File: config.mk
export PLATFORM = sky130hd
export DESIGN_NAME = pulse_burst_sched_flat
export DESIGN_NICKNAME = d
export VERILOG_FILES = /design/src/rtl/pulse_burst_sched_pkg.sv /design/src/rtl/pulse_burst_sched_if.sv /design/src/rtl/pulse_burst_sched_rr_arbiter.sv /design/src/rtl/pulse_burst_sched.sv /design/src/flat_wrapper.sv
export SDC_FILE = /design/constraint.sdc
export NUM_CORES = 1
export LEC_CHECK = 0
export BUFFER_PORTS_ARGS = -buffer_cell sky130_fd_sc_hd__buf_2
export CORE_ASPECT_RATIO = 1.2
export CORE_MARGIN = 2
export CORE_UTILIZATION = 60
export CTS_CLUSTER_DIAMETER = 200
export CTS_CLUSTER_SIZE = 14
export DETAILED_ROUTE_END_ITERATION = 6
export PLACE_DENSITY = 0.82
export SLEW_MARGIN = 5
export SYNTH_ARGS = -nofsm -noshare
export SYNTH_HDL_FRONTEND = slang
export SYNTH_HIERARCHICAL = 1
export SYNTH_SLANG_ARGS = --single-unit
export TNS_END_PERCENT = 30
File: constraint.sdc
create_clock -name CLK -period 6.2 [get_ports CLK]
set_input_delay 1.24 -clock CLK [delete_from_list [all_inputs] [get_ports CLK]]
set_output_delay 1.24 -clock CLK [all_outputs]
set_load 0.1 [all_outputs]
File: src/rtl/pulse_burst_sched_pkg.sv
// Shared types and default constants for the pulse burst scheduler.
package pulse_sched_pkg;

  typedef enum logic [2:0] {
    IDLE,
    LOAD,
    COUNT,
    DONE,
    ERR,
    GAP
  } sched_state_t;

  localparam int NREQ_DEF    = 4;
  localparam int PULSES_DEF  = 5;
  localparam int TIMEOUT_DEF = 24;
  localparam int GAP_DEF     = 2;

  // Larger of two elaboration-time integers, used to size shared counters.
  function automatic int max_int(input int a, input int b);
    return (a > b) ? a : b;
  endfunction

endpackage

File: src/rtl/pulse_burst_sched_if.sv
// Request/grant and generator-side signals of the pulse burst scheduler.
// master = requesting agents plus generator, slave = the scheduler itself.
interface pulse_burst_sched_if import pulse_sched_pkg::*; #(
  parameter int NREQ = NREQ_DEF
) ();

  localparam int IDX_W = $clog2(NREQ);

  logic [NREQ-1:0]  req;
  logic [NREQ-1:0]  grant;
  logic [NREQ-1:0]  done;
  logic [NREQ-1:0]  err;
  logic             gen_load;
  logic             gen_k;
  logic             busy;
  logic [IDX_W-1:0] active_id;

  modport master (
    output req,
    output gen_k,
    input  grant,
    input  done,
    input  err,
    input  gen_load,
    input  busy,
    input  active_id
  );

  modport slave (
    input  req,
    input  gen_k,
    output grant,
    output done,
    output err,
    output gen_load,
    output busy,
    output active_id
  );

endinterface

File: src/rtl/pulse_burst_sched_rr_arbiter.sv
// Combinational round-robin pick: first asserted request at or after ptr_i,
// wrapping past the top index back to 0.
module rr_arbiter import pulse_sched_pkg::*; #(
  parameter int NREQ  = NREQ_DEF,
  parameter int IDX_W = $clog2(NREQ)
) (
  input  logic [NREQ-1:0]  req_i,
  input  logic [IDX_W-1:0] ptr_i,
  output logic [NREQ-1:0]  grant_o,
  output logic [IDX_W-1:0] idx_o
);

  logic             found;
  logic [IDX_W-1:0] pos;

  // Scan NREQ positions starting at the pointer; the first hit wins.
  always_comb begin
    grant_o = '0;
    idx_o   = '0;
    found   = 1'b0;
    pos     = '0;
    for (int k = 0; k < NREQ; k++) begin
      pos = IDX_W'((int'(ptr_i) + k) % NREQ);
      if (!found && req_i[pos]) begin
        found        = 1'b1;
        grant_o[pos] = 1'b1;
        idx_o        = pos;
      end
    end
  end

endmodule

File: src/rtl/pulse_burst_sched.sv
// Pulse burst scheduler: round-robin access to a shared serial-load pulse
// generator. One owner at a time gets a single-cycle load strobe, then the
// generator's rising edges are counted to completion (done) or timeout (err),
// followed by an enforced idle gap.
module pulse_burst_sched #(
  parameter int NREQ    = pulse_sched_pkg::NREQ_DEF,
  parameter int PULSES  = pulse_sched_pkg::PULSES_DEF,
  parameter int TIMEOUT = pulse_sched_pkg::TIMEOUT_DEF,
  parameter int GAP     = pulse_sched_pkg::GAP_DEF
) (
  input logic                CLK,
  input logic                reset,
  pulse_burst_sched_if.slave bus
);
  // Imported in the body: the GAP parameter shadows the GAP state literal,
  // which is therefore always written package-qualified below.
  import pulse_sched_pkg::*;

  localparam int IDX_W = $clog2(NREQ);
  localparam int CNT_W = $clog2(PULSES + 1);
  // The timer also paces the post-burst gap, so it must hold both limits.
  localparam int TMR_W = $clog2(max_int(TIMEOUT, GAP) + 1);

  sched_state_t     state_q;
  logic [NREQ-1:0]  grant_q;
  logic [NREQ-1:0]  done_q;
  logic [NREQ-1:0]  err_q;
  logic             gen_load_q;
  logic             busy_q;
  logic             k_q;
  logic [IDX_W-1:0] id_q;
  logic [IDX_W-1:0] ptr_q;
  logic [IDX_W-1:0] ptr_d;
  logic [CNT_W-1:0] cnt_q;
  logic [CNT_W-1:0] cnt_d;
  logic [TMR_W-1:0] tmr_q;
  logic [TMR_W-1:0] tmr_d;
  logic [NREQ-1:0]  win_oh;
  logic [IDX_W-1:0] win_idx;
  logic             k_rise;

  rr_arbiter #(
    .NREQ  (NREQ),
    .IDX_W (IDX_W)
  ) u_arb (
    .req_i   (bus.req),
    .ptr_i   (ptr_q),
    .grant_o (win_oh),
    .idx_o   (win_idx)
  );

  // Next values for the edge counter, timer and round-robin pointer.
  always_comb begin
    k_rise = bus.gen_k & ~k_q;
    cnt_d  = cnt_q + CNT_W'(k_rise);
    tmr_d  = tmr_q + TMR_W'(1);
    ptr_d  = (win_idx == IDX_W'(NREQ - 1)) ? '0 : win_idx + IDX_W'(1);
  end

  // Burst FSM with registered outputs; done wins over a same-cycle timeout.
  always_ff @(posedge CLK or negedge reset) begin
    if (!reset) begin
      state_q    <= IDLE;
      grant_q    <= '0;
      done_q     <= '0;
      err_q      <= '0;
      gen_load_q <= 1'b0;
      busy_q     <= 1'b0;
      k_q        <= 1'b0;
      id_q       <= '0;
      ptr_q      <= '0;
      cnt_q      <= '0;
      tmr_q      <= '0;
    end else begin
      done_q     <= '0;
      err_q      <= '0;
      gen_load_q <= 1'b0;
      unique case (state_q)
        IDLE: begin
          if (|bus.req) begin
            state_q    <= LOAD;
            grant_q    <= win_oh;
            gen_load_q <= 1'b1;
            busy_q     <= 1'b1;
            id_q       <= win_idx;
            ptr_q      <= ptr_d;
          end
        end
        LOAD: begin
          cnt_q   <= '0;
          tmr_q   <= '0;
          k_q     <= 1'b0;
          state_q <= COUNT;
        end
        COUNT: begin
          k_q   <= bus.gen_k;
          cnt_q <= cnt_d;
          tmr_q <= tmr_d;
          if (cnt_d == CNT_W'(PULSES)) begin
            state_q <= DONE;
            done_q  <= grant_q;
          end else if (tmr_d == TMR_W'(TIMEOUT)) begin
            state_q <= ERR;
            err_q   <= grant_q;
          end
        end
        DONE, ERR: begin
          grant_q <= '0;
          tmr_q   <= '0;
          if (GAP == 0) begin
            state_q <= IDLE;
            busy_q  <= 1'b0;
            id_q    <= '0;
          end else begin
            state_q <= pulse_sched_pkg::GAP;
          end
        end
        pulse_sched_pkg::GAP: begin
          tmr_q <= tmr_d;
          if (tmr_d == TMR_W'(GAP)) begin
            state_q <= IDLE;
            busy_q  <= 1'b0;
            id_q    <= '0;
          end
        end
        default: state_q <= IDLE;
      endcase
    end
  end

  assign bus.grant     = grant_q;
  assign bus.done      = done_q;
  assign bus.err       = err_q;
  assign bus.gen_load  = gen_load_q;
  assign bus.busy      = busy_q;
  assign bus.active_id = id_q;

endmodule

File: src/flat_wrapper.sv
// flat-port wrapper written by rule: the top's interface ports become plain ports
module pulse_burst_sched_flat import pulse_sched_pkg::*;
#(
  parameter int NREQ    = pulse_sched_pkg::NREQ_DEF,
  parameter int PULSES  = pulse_sched_pkg::PULSES_DEF,
  parameter int TIMEOUT = pulse_sched_pkg::TIMEOUT_DEF,
  parameter int GAP     = pulse_sched_pkg::GAP_DEF
)
  (CLK, reset, bus_req, bus_gen_k, bus_grant, bus_done, bus_err, bus_gen_load, bus_busy, bus_active_id);
  pulse_burst_sched_if #(.NREQ(NREQ)) bus_i ();
  input logic CLK;
  input logic reset;
  input wire logic [$bits(bus_i.req)-1:0] bus_req;
  input wire logic [$bits(bus_i.gen_k)-1:0] bus_gen_k;
  output wire logic [$bits(bus_i.grant)-1:0] bus_grant;
  output wire logic [$bits(bus_i.done)-1:0] bus_done;
  output wire logic [$bits(bus_i.err)-1:0] bus_err;
  output wire logic [$bits(bus_i.gen_load)-1:0] bus_gen_load;
  output wire logic [$bits(bus_i.busy)-1:0] bus_busy;
  output wire logic [$bits(bus_i.active_id)-1:0] bus_active_id;
  assign bus_i.req = bus_req;
  assign bus_i.gen_k = bus_gen_k;
  assign bus_grant = bus_i.grant;
  assign bus_done = bus_i.done;
  assign bus_err = bus_i.err;
  assign bus_gen_load = bus_i.gen_load;
  assign bus_busy = bus_i.busy;
  assign bus_active_id = bus_i.active_id;
  pulse_burst_sched #(.NREQ(NREQ), .PULSES(PULSES), .TIMEOUT(TIMEOUT), .GAP(GAP)) u_core (.CLK(CLK), .reset(reset), .bus(bus_i));
endmodule
After elaboration in Yosys (flattened, before gate mapping)
Index checks and enable logic that the tools add are counted.

$add $sub $neg: 6. Order comparisons: 8. Equality and inequality tests: 12. Multiplexer cells: 51. Bitwise gates (word level): 5. Reduce and logical (&&, ||, !) cells: 23.

Operators with widths (count): $mux 4 (10); $mux 1 (15); $pmux 3 s5 (1); $mux 2 (7); $lt 2x3->1 const B (4); $mux 3 (4); $or 4x4->4 (3); $pmux 5 s2 (1); $eq 3x3->1 const B (3); $bmux 1 s2 (4); $demux 1 s2 (4); $ge 2x1->1 const B (4); $pmux 4 s2 (1); $reduce_bool 2->1 (4); $logic_and 1x1->1 (7); $eq 3x2->1 const B (2); $pmux 3 s2 (1); $reduce_and 3->1 (2); $add 5x1->5 const B (1); $eq 5x2->1 const B (1); $eq 5x5->1 const B (1); $add 2x1->2 const B (2); $add 2x2->2 const B (2); $ne 2x1->1 const B (2); other kinds (14) (19).

Register bits after elaboration: 30. Input port bits: 7. Output and inout bits: 16. Logic and storage cells: 116.

Depth between registers and ports, before layout
Gate-level depths: netlist (run 1).

Depth in word-level cells: 14. Mapped depth: 10. Depth with buffers taken out: 9.

Hierarchy
Netlist (run 1), hierarchy kept.

By module, submodules not included: pulse_burst_sched (instances 1, cells each 159, area each 1559.0 µm², sequential area each 750.7 µm²); rr_arbiter (instances 1, cells each 48, area each 439.2 µm², sequential area each 0.0 µm²).

Least setup slack after synthesis (run 1)
OpenSTA, ideal clock, no wires.

Kind: in2reg. Start point: input port bus_req[3]. End point: register u_core.ptr_q[1]. Setup time: 128 ps. Arrival: 2816 ps. Data required time: 6072 ps. Setup slack: 3256 ps. Stages on the path: 5. Path buffers: 1. Path through: mux4_2 -> buf_2 -> o31ai_1 -> ha_1 -> mux2_1.

Word-level cells in the longest chain between the ends: 14. Elaborated cells between the ends (all ways): 26. Those cells by class: add/sub: 1; eq/ne: 1; mux: 16; reduce/logical: 8.

RTL lines: from (decl) (line flat_wrapper.sv:13) `input wire logic [$bits(bus_i.req)-1:0] bus_req;`; $bmux 1 s2 (line pulse_burst_sched_rr_arbiter.sv:24) `if (!found && req_i[pos]) begin`; $mux 1 (not written as such) (line pulse_burst_sched_rr_arbiter.sv:24); $mux 1 (line pulse_burst_sched_rr_arbiter.sv:24); $logic_not 1->1 (line pulse_burst_sched_rr_arbiter.sv:24); $logic_and 1x1->1 (line pulse_burst_sched_rr_arbiter.sv:24); $mux 1 (line pulse_burst_sched_rr_arbiter.sv:24); $logic_not 1->1 (line pulse_burst_sched_rr_arbiter.sv:24); $logic_and 1x1->1 (line pulse_burst_sched_rr_arbiter.sv:24); $mux 1 (line pulse_burst_sched_rr_arbiter.sv:24); $logic_not 1->1 (line pulse_burst_sched_rr_arbiter.sv:24); $logic_and 1x1->1 (line pulse_burst_sched_rr_arbiter.sv:24); $mux 2 * (line pulse_burst_sched_rr_arbiter.sv:24); named net u_core.win_idx[0] (line pulse_burst_sched.sv:39) `logic [IDX_W-1:0] win_idx;`; $add 2x1->2 or $eq 2x2->1 (tied branches) (line pulse_burst_sched.sv:57) `ptr_d = (win_idx == IDX_W'(NREQ - 1)) ? '0 : win_idx + IDX_W'(1);`; $mux 2 * (line pulse_burst_sched.sv:57); named net u_core.ptr_d[1] (line pulse_burst_sched.sv:33) `logic [IDX_W-1:0] ptr_d;`; to (signal assigned) (line pulse_burst_sched.sv:86) `ptr_q <= ptr_d;`; to (decl) (line pulse_burst_sched.sv:32) `logic [IDX_W-1:0] ptr_q;`.

Mark *: on every way through the listed nets, which the timed path passes. The rest lies on a longest branch. The select of a mux whose other input is x is not followed. A chain may end at the register's enable or synchronous reset.

Final worst setup path (run 1)
Start point: register u_core.ptr_q[0]. End point: register u_core.ptr_q[1].

Word-level cells in the longest chain between the ends: 14. Elaborated cells between the ends (all ways): 27. Those cells by class: add/sub: 4; eq/ne: 1; mux: 16; reduce/logical: 6.

RTL lines (line): parallel branches: the longest is 11 deep, another holds $add 2x1->2; $mux 2 * (pulse_burst_sched_rr_arbiter.sv:24); named net u_core.win_idx[0] (pulse_burst_sched.sv:39); $add 2x1->2 or $eq 2x2->1 (tied branches) (pulse_burst_sched.sv:57); $mux 2 * (pulse_burst_sched.sv:57); named net u_core.ptr_d[1] (pulse_burst_sched.sv:33).

Mark *: on every way through the listed nets, which the timed path passes. The select of a mux whose other input is x is not followed.

==> impl_metrics.yaml, run 1 <==
status:
  status: "finished, final reports clean"
clock_tree:
  post_cts_resized: 0
  h-tree-depth: 2
  clkTransAtPathRegs_ns: 0.09
  clk_path_buf_depth: 2
  root_buffer: "clkbuf_4"
  clock_sinks: 30
  postCtsSetupBuffers: 0
  cts_tree: "yes"
  cts_made_buffers: 5
  insertion_delay_ns: 0.31
  ctsHoldBuffers: 0
worst_setup_path:
  timing.rr.start: "u_core/ptr_q[0]"
  startpoint_type: "flop"
  path_buf_inv: 1
  cp_slowest_cell: "dfrtp_1"
  cp_max_fo: 13
  max_stage_delay_ns: 0.65
  end_kind: "flop"
  timing.rr.end: "u_core/ptr_q[1]"
  crit_type: "reg -> reg"
  required_ns: 6.40
  ff2ff_setup_slack_ns: 3.31
  crit_family: "adder cells"
  crit_chain: "inv_1, ha_1, mux4_2, nor2b_4, o21ai_1, o31ai_1, ha_1, mux2_1"
  path_common_cell: "ha_1"
  r2r_cells: 8
  arrival_ns: 3.09
floorplan:
  die_w_um: 56.68
  start_util_pct: 64.24
  dieHeight_um: 67.22
  boundaryPins: 23
  row_count: 22
  die_area_um2: 3810
  core_area_um2: 3110
yosys:
  synth_edf_count: 0
  ys.flop_type: "dfrtp_1"
  synth_nets: 225
  syn_inst: 207
  ys_seq_elements: 30
  synthArstFlopShare_pct: 100.0
  netlist_area_um2: 1998
  yosysUniqueCellTypes: 47
  ys_seq_area_share_pct: 37.57
  yosys_warnings: 6
  syn_avg_cell_area_um2: 9.653
sta:
  fin_crit_ns: 2.889
  setup_tns_ns: 0
  hold_violations: 0
  slew_headroom_pct: 46.90
  setup_viol_count_final: 0
  skew_ns: 0.01034
  fin_ws_ns: 3.311
  period_share_pct: 46.60
  timing.fmax_mhz: 346.1
  drv_slew: 0
  rsz0062_at_grt: "false"
  tightest_slew_ns: 0.7948
  holdWs_ns: 0.4936
detailed_routing:
  vias: 1659
  wl_per_cell_um: 16.55
  drtIter0Drc: 127
  dr.pass1.iters: 4
  vias_per_cell: 6.356
  drc: 0
  drtAntennaViolNets: 0
  wl_um: 4319
power:
  finalPower_uw: 1270
  p_sw_uw: 636.5
  power_frac_comb_pct: 55.3
  powerDensity_nw_per_um2: 579.8
  p_clk_share_pct: 15.9
  p_seq_share_pct: 28.8
  p_int_uw: 633.8
  p_sw_share_pct: 50.11
  ir_drop_mv: 0.4316
  p_leak_uw: 0.001021
final_layout:
  syn_to_final_growth_pct: 9.643
  stdcell_count: 261
  diodes: 0
  fin_nets: 242
  layout-drive-gt1-share_pct: 19.11
  seqCellArea_um2: 750.7
  multi_input_area_um2: 1144
  nFillCells: 221
global_route:
  grt_pass1_wl_um: 7327
  grt_pass1_vias: 1569
  grt_usage_pct: 24.52
  overflow: 0
  grt_max_degree: 31
  antenna_found_initial: 0
placed_design:
  place_hpwl_um: 3019
  pre_cts_slack_ns: 3.024
  place_congestion: 0.9134
  placedCellCount: 253
  portBuffers: 22
worst_hold_path:
  hold_depth: 1
  holdPathEnd: "u_core/bus.busy"
  holdCritStartpoint: "u_core/bus.busy"
  hold_path_class: "reg -> reg"
job:
  drv_cap: 0
[worst reg2reg max path, delay by kind of cell (launching register included)]
| family | cells | cell delay (ns) |
|---|---|---|
| AOI/OAI and AO/OA | 2 | 0.23 |
| muxes | 2 | 0.75 |
| DFF | 1 | 0.65 |
| adders and majority gates | 2 | 0.75 |
| buffers and inverters | 1 | 0.16 |
| and+or+nand+nor | 1 | 0.23 |
[kinds of logic after synthesis]
family                     count (synthesis)  share of synthesized area, %
AOI/OAI and AO/OA                         64                         22.23
xor gates and xnor gates                   1                        0.4384
adders and majority gates                 11                         6.888
buffers and inverters                     20                         5.197
DFF                                       30                         37.57
muxes                                      8                         6.700
and+or+nand+nor                           73                         20.98
[per-layer routing]
metal  vias up  wire, um  track usage (%)
met2        44      2412            45.20
met1       815      1733            30.42
met4         0        27            5.952
li1        796         -                -
met3         4       145            3.448
met5         -         0                0
[area by class of cell]
cell class              instances  area share (%)
well taps                      36           2.056
repair buffers                 22           5.026
multi-input cells             157           52.20
clock buffers                   6           2.342
inverters                       8           1.371
clock inverters                 2           2.741
flip-flops and latches         30           34.27
[worst max path at each step]
stage,slack (ns),end,startpoint,cells past startpoint
final,3.31,u_core/ptr_q[1],u_core/ptr_q[0],8
after global routing,3.13,u_core/ptr_q[1],u_core/ptr_q[0],8
after CTS,3.32,u_core/ptr_q[1],u_core/ptr_q[0],8
after detailed placement,3.02,u_core/ptr_q[1],bus_req[1],7
after global placement,3.09,u_core/ptr_q[1],bus_req[1],7
after floorplan,3.26,u_core/ptr_q[1],bus_req[3],5
[sequential cells by signal, indices dropped and copies added (netlist names)]
| signal | count |
|---|---|
| u_core/bus.gen_load | 1 |
| u_core/bus.active_id | 2 |
| u_core/tmr_q | 5 |
| u_core/bus.busy | 1 |
| u_core/bus.err | 4 |
| u_core/cnt_q | 3 |
| u_core/k_q | 1 |
| u_core/state_q | 3 |
| u_core/bus.grant | 4 |
| u_core/bus.done | 4 |
| u_core/ptr_q | 2 |
[metrics by stage]
stage	utilization, %	instance area [um^2]
after global routing	70.43	2191
after CTS	70.43	2191
final	70.43	2191
after detailed placement	66.85	2079
after floorplan	-	1998
after global placement	66.85	2079
[cell usage in the layout, fill, tap and decap left out, drive strengths merged, types with 3 or more instances in the layout]
cell type,netlist,layout
a211oi,3,3
nand2,23,23
inv,8,8
nor2b,10,10
mux4,4,4
a221oi,5,5
a21oi,15,15
a21o,4,4
mux2,3,3
a22oi,3,3
o22ai,3,3
o211ai,3,3
o2bb2ai,5,5
o21ai,11,11
a22o,6,6
nand3,3,3
clkbuf,3,6
nor3,9,9
buf,9,22
nor2,9,9
and2,8,8
dfrtp,30,30
ha,11,11
[synth_stat cells (2+ instances only)]
library cell | n | share of area [%]
dfrtp_1 | 30 | 38
nand2_1 | 22 | 4.1
a21oi_1 | 15 | 3.8
ha_1 | 11 | 6.9
o21ai_1 | 10 | 2.5
and2_1 | 8 | 2.5
nor2_1 | 8 | 1.5
nor2b_1 | 8 | 2.5
nor3_1 | 8 | 2.0
a22o_1 | 6 | 2.6
inv_1 | 6 | 1.1
buf_2 | 5 | 1.3
o2bb2ai_1 | 5 | 2.2
a21o_1 | 4 | 1.5
a221oi_1 | 4 | 1.8
mux4_2 | 4 | 4.5
a211oi_1 | 3 | 1.1
a22oi_1 | 3 | 1.1
clkbuf_1 | 3 | 0.56
mux2_1 | 3 | 1.7
nand3_1 | 3 | 0.75
o211ai_1 | 3 | 1.1
o22ai_1 | 3 | 0.94
buf_4 | 2 | 0.75
buf_6 | 2 | 1.1
inv_2 | 2 | 0.38
nand3b_1 | 2 | 0.75
nand4_1 | 2 | 0.63
nor2b_4 | 2 | 1.4
nor3b_1 | 2 | 0.75
nor4_1 | 2 | 0.63
[power groups by stage]
stage	Sequential, uW	Clock, uW	Combinational (uW)
finish	366	201	703
global route	383	213	757
CTS	364	205	698
detailed placement	366	0	687
global placement	359	0	665
floorplan	450	0	490
Note: power is estimated with default switching activity, not from simulation.
==> inputs of run 2 (changes only) <==
- ABC_AREA: not set -> 1
- CORE_UTILIZATION: 60 -> 52
- PLACE_DENSITY: 0.82 -> 0.75
- clock period: 6.2 -> 2.5 ns (I/O delays scaled with it)
==> impl_metrics.yaml, run 2 <==
floorplan:
  row_count: 23
  dieHeight_um: 69.88
  start_util_pct: 55.38
  boundaryPins: 23
  core_area_um2: 3396
  die_w_um: 58.90
  die_area_um2: 4115
worst_setup_path:
  startpoint_type: "flop"
  end_kind: "flop"
  cp_max_fo: 11
  required_ns: 2.67
  arrival_ns: 2.25
  crit_type: "reg -> reg"
yosys:
  ys_seq_area_share_pct: 39.92
  synth_nets: 259
  yosys.cell_count.top_type: "nand2_1"
  syn_avg_cell_area_um2: 7.803
  yosys_warnings: 6
  synth_edf_count: 0
  syn_inst: 241
  netlist_area_um2: 1881
  yosysTopAreaCell: "dfrtp_1"
  synth_area_leaders: "dfrtp_1 40%, nand2_1 12%, nand3_1 7.5%"
  yosysUniqueCellTypes: 28
  ys.flop_type: "dfrtp_1"
  synthTopCellsByCount: "59 x nand2_1, 30 x dfrtp_1, 29 x inv_1"
  synthArstFlopShare_pct: 100.0
  netlist.area_leader.share_pct: 39.92
  ys_seq_elements: 30
clock_tree:
  postCtsSetupBuffers: 0
  post_cts_resized: 0
  clk_path_buf_depth: 2
  ctsHoldBuffers: 0
  clock_sinks: 30
  h-tree-depth: 2
  insertion_delay_ns: 0.27
  cts_made_buffers: 5
  root_buffer: "clkbuf_8"
  clkTransAtPathRegs_ns: 0.06
  cts_tree: "yes"
detailed_routing:
  drtAntennaViolNets: 0
  dr.pass1.iters: 4
  wl_per_cell_um: 11.96
  wl_um: 3685
  drc: 0
  vias_per_cell: 5.237
  vias: 1613
  drtIter0Drc: 76
global_route:
  grt_pass1_vias: 1494
  grt_max_degree: 31
  met3_usage_pct: 3.333
  grt_usage_pct: 20.26
  grt_pass1_wl_um: 6582
  overflow: 0
  met1_usage_pct: 25.83
  grt_use_met2_pct: 33.83
  antenna_found_initial: 0
  gr-max-usage-layer: "met2"
sta:
  hold_violations: 0
  setup_viol_count_final: 0
  timing.fmax_mhz: 479.2
  period_share_pct: 83.48
  rsz0062_at_grt: "false"
  drv_slew: 0
  setup_tns_ns: 0
  tightest_slew_ns: 0.6485
  skew_ns: 0.003794
  fin_crit_ns: 2.087
  slew_headroom_pct: 56.77
final_layout:
  largest_reg_flops: 5
  nFillCells: 303
  largest_register: "u_core/tmr_q"
  syn_to_final_growth_pct: 13.31
  diodes: 0
  stdcell_count: 308
  final_cell_area_um2: 2131
  fin_nets: 290
  layout.cells.most_common_list: "59 x nand2_1, 30 x dfrtp_1, 29 x inv_1"
  layout-drive-gt1-share_pct: 21.77
  final_common_cell: "nand2_1"
power:
  ir_drop_mv: 0.6232
  finalPower_uw: 3057
  p_leak_uw: 0.001149
  powerDensity_nw_per_um2: 1435
placed_design:
  placedCellCount: 302
  place_hpwl_um: 2844
  place_congestion: 0.8755
  placed_area_um2: 2048
  portBuffers: 22
worst_hold_path:
  hold_path_class: "in -> async"
status:
  status: "finished, final reports clean"
job:
  drv_cap: 0
==> run 2: through the flow <==
| stage | utilization (%) | setup slack [ns] | hold WS [ns] |
|---|---|---|---|
| 2_1_floorplan | - | 0.4517 | 0.2044 |
| 3_3_place_gp | 60.32 | 0.5064 | 0.4519 |
| 3_5_place_dp | 60.32 | 0.4409 | 0.4618 |
| 4_1_cts | 62.75 | 0.4236 | 0.2730 |
| 5_1_grt | 62.75 | 0.1840 | 0.3134 |
| 6_report | 62.75 | 0.4131 | 0.2518 |
==> run 2: routing by layer <==
layer | wire (um) | up-vias
li1 | - | 846
met1 | 1632 | 729
met2 | 1863 | 30
met3 | 108 | 8
met4 | 82 | 0
met5 | 0 | -
==> run 2: power breakdown <==
| part | leakage [uW] | internal, uW | total (uW) | switching (uW) |
|---|---|---|---|---|
| combinational | 0.000705 | 533 | 1950 | 1420 |
| clock | 0.0000431 | 211 | 368 | 156 |
| sequential | 0.000400 | 627 | 741 | 114 |
==> run 2: layout make-up <==
cell class | instances | area, um^2 | area share (%)
Tap cell | 37 | 46.29 | 2.173
Timing Repair Buffer | 25 | 132.6 | 6.224
Multi-Input combinational cell | 174 | 977.2 | 45.86
Inverter | 36 | 141.4 | 6.635
Clock buffer | 6 | 82.58 | 3.876
Sequential cell | 30 | 750.7 | 35.23
==> run 2: path summary, 6_finish.rpt <==
path / startpoint / to / slack (ns) / depth (start not counted)
worst max-delay path: u_core/ptr_q[0] / u_core/ptr_q[1] / 0.41 / 12
worst min-delay path: reset / u_core/cnt_q[0] / 0.25 / 1
worst max register to register: u_core/ptr_q[0] / u_core/ptr_q[1] / 0.41 / 12
worst min register to register: u_core/bus.active_id[1] / u_core/bus.active_id[1] / 0.47 / 2
max in group asynchronous: reset / u_core/bus.err[0] / 1.83 / 1
min in group CLK: u_core/bus.active_id[1] / u_core/bus.active_id[1] / 0.47 / 2
==> run 2: logic make-up (layout without fill, tap and decap cells) <==
kind of cell / after synthesis / after routing / share of synthesized area, %
simple gates: 133 / 133 / 35.53
buf+inv: 37 / 67 / 8.116
compound gates: 30 / 30 / 9.115
flops: 30 / 30 / 39.92
fa+ha+maj: 11 / 11 / 7.319
==> run 2: critical path, cell delays in order (launching register included) <==
cell and delay (ns):
dfrtp_1 0.42, inv_6 0.08, ha_1 0.34, inv_1 0.12, nand3_1 0.08, nand2_1 0.11, nand3_1 0.07, nor2_1 0.15
nor2_1 0.06, nor2_1 0.17, ha_1 0.26, nand2_1 0.06, nand2_1 0.05
==> inputs of run 3 (changes only) <==
- clock period: 2.5 -> 1.7 ns (I/O delays scaled with it)
==> impl_metrics.yaml, run 3 (synthesis gave the netlist of run 2 again) <==
sta:
  fin_ws_ns: -0.07235
  rsz0062_at_grt: "true"
  skew_ns: 0.004225
  fin_crit_ns: 1.772
  period_share_pct: 104.3
  slew_headroom_pct: 57.18
  setup_viol_count_final: 5
  tightest_slew_ns: 0.6423
  hold_violations: 0
  drv_slew: 0
  timing.fmax_mhz: 564.2
worst_setup_path:
  arrival_ns: 1.94
  timing.rr.start: "u_core/ptr_q[0]"
  crit_type: "reg -> reg"
  startpoint_type: "flop"
  end_kind: "flop"
  required_ns: 1.87
  cp_max_fo: 4
  startpoint: "u_core/ptr_q[0]"
detailed_routing:
  wl_per_cell_um: 12.09
  wl_um: 3955
  dr.pass1.iters: 6
  drtAntennaViolNets: 0
  drtIter0Drc: 82
  vias_per_cell: 5.260
  vias: 1720
  drc: 1
clock_tree:
  clock_sinks: 30
  cts_made_buffers: 5
  clk_path_buf_depth: 2
  ctsHoldBuffers: 0
  clkTransAtPathRegs_ns: 0.06
  cts_tree: "yes"
  insertion_delay_ns: 0.28
  h-tree-depth: 2
  root_buffer: "clkbuf_8"
power:
  p_seq_share_pct: 20.6
  power_frac_comb_pct: 68.3
  finalPower_uw: 5283
  p_sw_share_pct: 52.20
  powerDensity_nw_per_um2: 2240
  ir_drop_mv: 1.432
  p_clk_share_pct: 11.1
  p_int_uw: 2526
  p_leak_uw: 0.001247
  p_sw_uw: 2758
final_layout:
  diodes: 0
  largest_register: "u_core/tmr_q"
  layout-drive-gt1-share_pct: 33.10
  layout.cells.most_common_list: "57 x nand2_1, 28 x dfrtp_1, 27 x inv_1"
  nFillCells: 286
  fin_nets: 307
  largest_reg_flops: 5
  syn_to_final_growth_pct: 25.42
  final_common_cell: "nand2_1"
job:
  drv_cap: 0
floorplan:
  dieHeight_um: 69.88
  row_count: 23
  core_area_um2: 3396
  die_w_um: 58.90
  boundaryPins: 23
  die_area_um2: 4115
  start_util_pct: 55.38
global_route:
  grt_max_degree: 31
  overflow: 0
  antenna_found_initial: 0
  grt_pass1_wl_um: 6989
  grt_pass1_vias: 1656
  grt_usage_pct: 21.45
status:
  violations: "design-rule violations, negative setup slack"
  status: "finished with violations"
placed_design:
  portBuffers: 22
  pre_cts_slack_ns: -0.1050
  place_hpwl_um: 2991
  place_congestion: 0.9266
worst_hold_path:
  hold_path_class: "in -> async"
[run 3: critical path, cell delays in order, from the launching register on]
cell and delay (ns):
dfrtp_2 0.44, inv_8 0.07, ha_4 0.20, inv_4 0.07
nand3_2 0.06, nand2_2 0.09, nand3_2 0.07, nor2_2 0.13
nor2_1 0.06, nor2_1 0.13, ha_1 0.25, nand2_1 0.06
nand2_1 0.04
[run 3: final timing paths]
kind                                           end  cells past startpoint  slack, ns
min                                u_core/tmr_q[3]                      1       0.09
min in group CLK                        u_core/k_q                      3       0.34
max reg2reg                        u_core/ptr_q[1]                     12      -0.07
min reg2reg                u_core/bus.active_id[1]                      2       0.47
max                                u_core/ptr_q[1]                     12      -0.07
max in group asynchronous          u_core/ptr_q[1]                      1       1.16
[run 3: repair_timing]
item                                    in CTS  in global routing
endpoints found under the setup margin       2                 14
setup buffers                                1                  2
pin swaps                                    3                  4
gates resized for setup                      3                 12
[run 3: cell type report]
cell class | count | area, um^2 | area share, %
multi-input combinational | 174 | 1046 | 44.35
clock inverter | 2 | 12.51 | 0.5305
tap | 37 | 46.29 | 1.963
timing repair buffer | 42 | 271.5 | 11.51
sequential | 30 | 753.2 | 31.94
inverter | 36 | 146.4 | 6.207
clock buffer | 6 | 82.58 | 3.501
[run 3: power by group through the flow]
stage,clock network (uW),registers [uW],logic (uW)
2_1_floorplan,0,1720,1820
3_3_place_gp,0,1080,3280
3_5_place_dp,0,1090,3310
4_1_cts,601,1090,3390
5_1_grt,624,1120,3970
6_report,586,1090,3610
[run 3: stage by stage]
step	util [%]	setup TNS, ns	std cells	instance area, um^2	hold WS, ns
2_1_floorplan	-	-0.2871	241	1919	0.04441
3_5_place_dp	64.55	-0.3978	316	2192	0.4047
4_1_cts	67.91	-0.1314	325	2306	0.1047
6_report	69.45	-0.1667	327	2359	0.08597
3_3_place_gp	64.55	-0.2332	316	2192	0.4037
5_1_grt	69.45	-0.9174	327	2359	0.1438
[run 3: routing by layer]
| layer | vias to the layer above | global-route usage, % | share of wire [%] |
|---|---|---|---|
| li1 | 879 | - | - |
| met1 | 800 | 26.48 | 42 |
| met2 | 34 | 36.79 | 54 |
| met3 | 7 | 3.333 | 2.8 |
| met4 | 0 | 7.828 | 1.5 |
| met5 | - | 0 | 0 |
